### src/rtl/bist_pkg.sv
// Shared types and default tap masks for the LFSR/MISR built-in self-test wrapper.
// The polynomial masks use the right-shifting Galois form: bit i set means feedback into bit i.
package bist_pkg;

  typedef enum logic [2:0] {
    ST_IDLE,
    ST_LOAD,
    ST_RUN,
    ST_CMP,
    ST_DONE
  } bist_state_e;

  // c432: 36 primary inputs, 7 primary outputs
  localparam int unsigned          C432_WIDTH_IN   = 36;
  localparam int unsigned          C432_WIDTH_OUT  = 7;
  localparam int unsigned          C432_SIG_W      = 16;
  localparam logic [35:0]          C432_LFSR_POLY  = 36'h800000CDD;
  localparam logic [15:0]          C432_MISR_POLY  = 16'hB400;

  // c880: 60 primary inputs, 26 primary outputs
  localparam int unsigned          C880_WIDTH_IN   = 60;
  localparam int unsigned          C880_WIDTH_OUT  = 26;
  localparam int unsigned          C880_SIG_W      = 32;
  localparam logic [59:0]          C880_LFSR_POLY  = 60'hC00000000000000;
  localparam logic [31:0]          C880_MISR_POLY  = 32'hA3000000;

  // c1908: 33 primary inputs, 25 primary outputs
  localparam int unsigned          C1908_WIDTH_IN  = 33;
  localparam int unsigned          C1908_WIDTH_OUT = 25;
  localparam int unsigned          C1908_SIG_W     = 32;
  localparam logic [32:0]          C1908_LFSR_POLY = 33'h100080000;
  localparam logic [31:0]          C1908_MISR_POLY = 32'hA3000000;

endpackage

### src/rtl/galois_step.sv
// One step of a right-shifting Galois shift register with an XOR data input.
// Used with din tied to zero as a pattern LFSR and with the CUT response as a MISR.
module galois_step #(
  parameter int unsigned     W    = 16,
  parameter logic [W-1:0]    POLY = '0
) (
  input  logic [W-1:0] cur,
  input  logic [W-1:0] din,
  output logic [W-1:0] nxt
);

  assign nxt = (cur >> 1) ^ (cur[0] ? POLY : '0) ^ din;

endmodule

### src/rtl/bist_lfsr_misr.sv
// BIST wrapper: an LFSR drives the CUT inputs, a MISR compacts the CUT outputs, and an FSM
// sequences seed load, the pattern run and the golden-signature compare.
module bist_lfsr_misr
  import bist_pkg::*;
#(
  parameter int unsigned            WIDTH_IN     = 36,
  parameter int unsigned            WIDTH_OUT    = 7,
  parameter int unsigned            SIG_W        = 16,
  parameter logic [WIDTH_IN-1:0]    LFSR_POLY    = C432_LFSR_POLY,
  parameter logic [SIG_W-1:0]       MISR_POLY    = C432_MISR_POLY,
  parameter logic [WIDTH_IN-1:0]    SEED         = WIDTH_IN'(1),
  parameter int unsigned            NUM_PATTERNS = 1024,
  parameter logic [SIG_W-1:0]       GOLDEN       = '0
) (
  input  logic                  CLK,
  input  logic                  RST,
  input  logic                  START,
  input  logic [WIDTH_OUT-1:0]  PO,
  output logic [WIDTH_IN-1:0]   PI,
  output logic                  BUSY,
  output logic                  DONE,
  output logic                  PASS,
  output logic [SIG_W-1:0]      SIGNATURE
);

  localparam int unsigned         CNT_W    = $clog2(NUM_PATTERNS + 1);
  localparam logic [CNT_W-1:0]    LAST     = CNT_W'(NUM_PATTERNS - 1);
  // An all-zero LFSR would lock up, so a zero seed is promoted to 1.
  localparam logic [WIDTH_IN-1:0] SEED_EFF = (SEED == '0) ? WIDTH_IN'(1) : SEED;

  bist_state_e          state;
  logic [WIDTH_IN-1:0]  lfsr_q;
  logic [WIDTH_IN-1:0]  lfsr_nxt;
  logic [SIG_W-1:0]     misr_q;
  logic [SIG_W-1:0]     misr_nxt;
  logic [SIG_W-1:0]     po_ext;
  logic [CNT_W-1:0]     cnt_q;
  logic                 busy_q;
  logic                 done_q;
  logic                 pass_q;

  // NOTE: every always_comb output gets a default first so no path leaves it unassigned (no latch).
  always_comb begin
    po_ext                = '0;
    po_ext[WIDTH_OUT-1:0] = PO;
  end

  galois_step #(
    .W    (WIDTH_IN),
    .POLY (LFSR_POLY)
  ) u_lfsr_step (
    .cur (lfsr_q),
    .din ('0),
    .nxt (lfsr_nxt)
  );

  galois_step #(
    .W    (SIG_W),
    .POLY (MISR_POLY)
  ) u_misr_step (
    .cur (misr_q),
    .din (po_ext),
    .nxt (misr_nxt)
  );

  // BUSY/DONE are registered alongside the state so they change on the same edge.
  // NOTE: sequential state uses non-blocking assignments so all registers update from pre-edge values.
  always_ff @(posedge CLK or posedge RST) begin
    if (RST) begin
      state  <= ST_IDLE;
      lfsr_q <= '0;
      misr_q <= '0;
      cnt_q  <= '0;
      busy_q <= 1'b0;
      done_q <= 1'b0;
      pass_q <= 1'b0;
    end else begin
      case (state)
        ST_IDLE: begin
          if (START) begin
            state  <= ST_LOAD;
            busy_q <= 1'b1;
          end
        end
        ST_LOAD: begin
          lfsr_q <= SEED_EFF;
          misr_q <= '0;
          cnt_q  <= '0;
          pass_q <= 1'b0;
          state  <= ST_RUN;
        end
        ST_RUN: begin
          lfsr_q <= lfsr_nxt;
          misr_q <= misr_nxt;
          cnt_q  <= cnt_q + CNT_W'(1);
          if (cnt_q == LAST) begin
            state <= ST_CMP;
          end
        end
        ST_CMP: begin
          pass_q <= (misr_q == GOLDEN);
          busy_q <= 1'b0;
          done_q <= 1'b1;
          state  <= ST_DONE;
        end
        ST_DONE: begin
          if (START) begin
            done_q <= 1'b0;
            busy_q <= 1'b1;
            state  <= ST_LOAD;
          end
        end
        default: begin
          state <= ST_IDLE;
        end
      endcase
    end
  end

  assign PI        = lfsr_q;
  assign SIGNATURE = misr_q;
  assign BUSY      = busy_q;
  assign DONE      = done_q;
  assign PASS      = pass_q;

endmodule
### config.mk
export PLATFORM = sky130hd
export DESIGN_NAME = bist_lfsr_misr
export DESIGN_NICKNAME = d
export VERILOG_FILES = /design/src/rtl/bist_pkg.sv /design/src/rtl/galois_step.sv /design/src/rtl/bist_lfsr_misr.sv
export SDC_FILE = /design/constraint.sdc
export NUM_CORES = 1
export LEC_CHECK = 0
export ABC_CLOCK_PERIOD_IN_PS = 4900
export BUFFER_PORTS_ARGS = -buffer_cell sky130_fd_sc_hd__buf_2
export CAP_MARGIN = 25
export CORE_ASPECT_RATIO = 1.4
export CORE_MARGIN = 1
export CORE_UTILIZATION = 57
export DETAILED_ROUTE_END_ITERATION = 12
export PLACE_DENSITY_LB_ADDON = 0.05
export REMOVE_ABC_BUFFERS = 1
export SETUP_SLACK_MARGIN = 0.4
export SYNTH_ARGS = -nofsm -noshare
export SYNTH_HDL_FRONTEND = slang
export SYNTH_SLANG_ARGS = --single-unit
### constraint.sdc
create_clock -name CLK -period 4.9 [get_ports CLK]
set_clock_uncertainty 0.1 [all_clocks]
set_input_delay 0.735 -clock CLK [delete_from_list [all_inputs] [get_ports CLK]]
set_output_delay 0.735 -clock CLK [all_outputs]
set_load 0.01 [all_outputs]
# [Yosys cells after proc, flatten, opt, wreduce, memory -nomap -nowiden]
# Cells that the tools add are included.
[classes] add_sub_neg=1 eq_ne=8 mux=13 n_bitwise=3 reduce_logical=10
[ops] op="$pmux 36 s2" count=1
[ops] op="$mux 36" count=1
[ops] op="$xor 35x36->36" count=1
[ops] op="$pmux 16 s2" count=1
[ops] op="$pmux 11 s2" count=1
[ops] op="$logic_not 16->1" count=1
[ops] op="$mux 16" count=1
[ops] op="$xor 15x16->16" count=1
[ops] op="$xor 16x7->16" count=1
[ops] op="$pmux 3 s4" count=1
[ops] op="$add 11x1->11 const B" count=1
[ops] op="$eq 11x10->1 const B" count=1
[ops] op="$reduce_bool 2->1" count=4
[ops] op="$eq 3x2->1 const B" count=2
[ops] op="$mux 3" count=2
[ops] op="$pmux 1 s2" count=3
[ops] op="$reduce_and 2->1" count=3
[ops] op="$ne 2x2->1 const B" count=2
[ops] op="$eq 3x1->1 const B" count=1
[ops] op="$eq 3x3->1 const B" count=1
[ops] op="$logic_not 3->1" count=1
[ops] op="$mux 1" count=2
[ops] op="$ne 2x1->1 const B" count=1
[ops] op="$reduce_or 2->1" count=1
[word_totals] ff_bits=69 input_bits=10 out_inout_bits=55 wordCells=42

# [Logic depth before layout (Yosys ltp)]
[logic_depth] word_depth=4 depth_mapped=6 depth_no_buf=4

# [Modules after synthesis]
# A second synthesis with hierarchy kept.
[unflattened] cells_unflattened=255 area_unflattened_um2=3343.2
[by_module_without_submodules] module="bist_lfsr_misr" instances=1 cells_per_inst=202 area_each_um2=2707.6 seq_area_each_um2=1726.7
[by_module_without_submodules] module="galois_step at u_lfsr_step" instances=1 cells_per_inst=37 area_each_um2=446.7 seq_area_each_um2=0.0
[by_module_without_submodules] module="galois_step at u_misr_step" instances=1 cells_per_inst=16 area_each_um2=188.9 seq_area_each_um2=0.0

# [Worst setup path before layout]
# No wires, ideal clock.
[synth_timing] path_kind="register to register" startpoint="reg state[0]" endpoint="reg cnt_q[7]" setup_ns=0.136 arrival_time_ns=1.454 slack_ns=3.211 path_stages_with_launch=7 n_path_buf=3 path_cell_list="dfrtp_1 -> buf_6 -> or3b_1 -> buf_2 -> buf_6 -> o311ai_1 -> o41ai_1"
[synth_via] elab_chain_len=2 word_cells_on_any_way=4
[synth_rtl] item="start: declaration" line_no="bist_lfsr_misr.sv:31" rtl="bist_state_e state;"
[synth_rtl] item="start signal: assignment" line_no="bist_lfsr_misr.sv:70" rtl="state <= ST_IDLE;"
[synth_rtl] item="start signal: assignment" line_no="bist_lfsr_misr.sv:81" rtl="state <= ST_LOAD;"
[synth_rtl] item="start signal: assignment" line_no="bist_lfsr_misr.sv:90" rtl="state <= ST_RUN;"
[synth_rtl] item="$eq 3x2->1 or $eq 3x1->1 (tied branches)" line_no="bist_lfsr_misr.sv:78" rtl="case (state)"
[synth_rtl] item="$pmux 11 s2 or $reduce_bool 2->1 (tied branches)"
[synth_rtl] item="end signal: assignment" line_no="bist_lfsr_misr.sv:95" rtl="cnt_q <= cnt_q + CNT_W'(1);"
[synth_rtl] item="end: declaration" line_no="bist_lfsr_misr.sv:37" rtl="logic [CNT_W-1:0] cnt_q;"
# Several ways; a longest one is shown, not always the timed one.
# A chain may end at the register's enable or synchronous reset.

# [Worst setup path after layout]
[layout_timing] startpoint="reg lfsr_q[0] (netlist: PI[0])" endpoint="out PI[0]"
[layout_lines] item="start: declaration" line_no="bist_lfsr_misr.sv:32" rtl="logic [WIDTH_IN-1:0] lfsr_q;"
[layout_lines] item="start signal: assignment" line_no="bist_lfsr_misr.sv:93" rtl="lfsr_q <= lfsr_nxt;"
[layout_lines] item="end: declaration" line_no="bist_lfsr_misr.sv:19" rtl="output logic [WIDTH_IN-1:0] PI,"
# No word-level cell between the ends.

==> metrics.md <==
| Metric | Value |
|---|---|
| Final RePlAce weighted congestion | `0.7502` |
| Post-synthesis cell count | `222` |
| RSZ-0062 raised after global routing | `false` |
| Worst r2r src | `state[0]` |
| Outcome | `finished, final reports clean` |
| GRT Util Overall | `0.2368` |
| Req. time, crit path | `4.07 ns` |
| Post-synth EDFFs | `0` |
| Cell Area, Placed | `3207 um2` |
| Slowest cell on crit path | `dfrtp_1` |
| Final hold vios | `0` |
| Slowest stage delay, CP | `0.66 ns` |
| CP delay by family, top | `flip-flops` |
| Cell Area, Synth | `2849 um2` |
| Highest clock rate | `489.5 MHz` |
| Max-Cap Viols | `0` |
| Core area | `4842 um2` |
| Leading cell types by count after synthesis | `69 x dfrtp_1, 53 x a22o_1, 17 x xor2_1, 9 x buf_2` |
| Clock root cell | `clkbuf_8` |
| CTS Hold Bufs | `0` |
| Hold Path Class | `input pin to async pin` |
| Largest area contributor in the netlist | `dfrtp_1` |
| Die X-Extent | `61.75 um` |
| Switch Pwr | `0.8076 mW` |
| Std-Cell Rows | `30` |
| VDD IR max | `390.7 uV` |
| Nets | `295` |
| LEAKAGE | `1.773 nW` |
| Crit share post-route | `0.4169` |
| Flop pwr share | `0.414` |
| # diodes | `0` |
| RR Endpoint | `cnt_q[6]` |
| Register area share after synthesis | `0.6061` |
| Die Area | `5289 um2` |
| R2R depth | `4` |
| Power Density | `626.8 nW/um2` |
| Pin count of the biggest net entering global routing | `58` |
| CTS tree | `done` |
| Initial Util | `0.5884` |
| Clock insertion delay at the later pin of the skew report | `0.33 ns` |
| CP Class | `flip-flop to output port` |
| P_int | `1.349 mW` |
| Buf/Inv on CP | `1` |
| Detailed Routing Iterations Pass 1 | `6` |
| CP arrival | `1.21 ns` |
| Clk sinks | `69` |
| Die H | `85.65 um` |
| DRC | `0` |
| P&R area growth vs syn | `20.77%` |
| Vias/cell | `5.827` |
| Layout cells sized above 1 | `0.2976` |
| Post-place setup slack | `2.893 ns` |
| Detail Route Antenna Nets | `0` |
| Ys async rst share | `1.000` |
| Yosys reg bits | `69` |
| Top-count cell post-synth | `dfrtp_1` |
| Cells along the critical path | `buf_2` |
| H-Tree Depth | `3` |
| Mean post-synth cell area | `12.83 um2` |
| Post-Route WL | `5.551 mm` |
| Global-route wire length before repair | `9.232 mm` |
| Avg WL per Cell | `15.73 um` |
| Initial antenna violation count | `0` |
| Finished Cell Area | `3441 um2` |
| DR iter-0 viols | `146` |
| Number of I/O pins | `65` |
| Post-CTS sizing | `0` |
| Fillers | `367` |
| Min cycle time layout | `2.043 ns` |
| Num CTS Buffers | `9` |
| CP Launch Type | `flip-flop` |
| Crit-path max FO | `11` |
| Actual slew at the worst max-slew pin | `0.5681 ns` |
| Sw frac | `0.3745` |
| Vias | `2057` |
| Vias in the first global route | `2001` |
| Final WS setup | `2.857 ns` |
| Synth Flop Type | `dfrtp_1` |
| Quantity of I/O buffers inserted on ports | `64` |
| R2R setup slack | `2.97 ns` |
| Combinational share of power | `0.362` |
| Post-CTS Setup Bufs | `0` |
| Hpwl dp | `3.489 mm` |
| Worst-path clk slew | `0.07 ns` |
| Synth unique cells | `35` |
| Total grt overflow | `0` |
| Synth Warn # | `0` |
| Tot Pwr | `2.157 mW` |
| Final setup violation count | `0` |
| CP endpoint kind | `output port` |
| Post-synth top area share | `0.6061` |
| Synth area leaders | `dfrtp_1 61%, a22o_1 16%, xor2_1 5.2%` |
| Clk buf depth | `2` |
| Relative slew slack | `0.6213` |
| Clock Power Share | `0.225` |
| Final Slew Violations | `0` |
[placed cells by master (no fill, tap or decap), types with 3 or more instances in the layout]
master and count:
dfrtp_1 69, buf_2 64, a22o_1 53, xor2_1 17, clkbuf_8 9, o21ai_0 7
nand3_1 7, nand2_1 6, inv_1 5, nor4_1 5, mux2i_1 4, clkinv_2 3
[power groups by stage]
| stage | sequential [mW] | combinational, mW | clock [mW] |
|---|---|---|---|
| floorplan | 0.924 | 0.457 | 0 |
| global placement | 0.899 | 0.744 | 0 |
| detailed placement | 0.898 | 0.782 | 0 |
| CTS | 0.891 | 0.783 | 0.498 |
| global route | 0.918 | 0.872 | 0.525 |
| finish | 0.892 | 0.780 | 0.484 |
[through the flow]
stage | std cells | hold slack (ns) | util | setup TNS (ns)
after floorplan | 205 | 0.3401 | - | -83.60
after global placement | 335 | 0.3578 | 0.6581 | 0
after detailed placement | 336 | 0.3700 | 0.6623 | 0
after CTS | 352 | 0.3798 | 0.7049 | 0
after global routing | 353 | 0.3728 | 0.7106 | 0
final | 353 | 0.3529 | 0.7106 | 0
[flip-flops by register name (all words and copies together), names as in the netlist]
register,flops
PASS,1
SIGNATURE,16
BUSY,1
DONE,1
PI,36
state,3
cnt_q,11
[how the worst max path moves through the flow]
| stage | from | end | slack [ns] | cells past startpoint |
|---|---|---|---|---|
| floorplan | state[0] | PI[10] | -1.58 | 3 |
| global placement | state[0] | cnt_q[6] | 2.83 | 4 |
| detailed placement | RST | PI[0] | 2.89 | 3 |
| CTS | PI[0] | PI[0] | 2.83 | 1 |
| global route | PI[0] | PI[0] | 2.77 | 1 |
| finish | PI[0] | PI[0] | 2.86 | 1 |
[metal layers]
metal / GRT usage / vias to the layer above / share of wire
li1: - / 958 / -
met2: 0.3500 / 49 / 0.50
met5: 0 / - / 0
met1: 0.3326 / 1046 / 0.45
met3: 0.07089 / 4 / 0.044
met4: 0.08081 / 0 / 0.0059
[logic make-up after synthesis]
| group | synth area share |
|---|---|
| adders and majority gates | 0.004391 |
| and+or+nand+nor | 0.06500 |
| xor gates and xnor gates | 0.05534 |
| DFF | 0.6061 |
| muxes | 0.01405 |
| AOI/OAI and AO/OA | 0.2156 |
| buffers and inverters | 0.03952 |
[layout make-up]
type | instances | area [um2] | share of cell area
well taps | 64 | 80.08 | 0.02327
clock buffers | 11 | 131.4 | 0.03818
multi-input cells | 130 | 1022 | 0.2971
clock inverters | 5 | 75.07 | 0.02182
flip-flops and latches | 69 | 1727 | 0.5018
repair buffers | 68 | 382.9 | 0.1113
inverters | 6 | 22.52 | 0.006545
(Power assumes the default switching activity.)
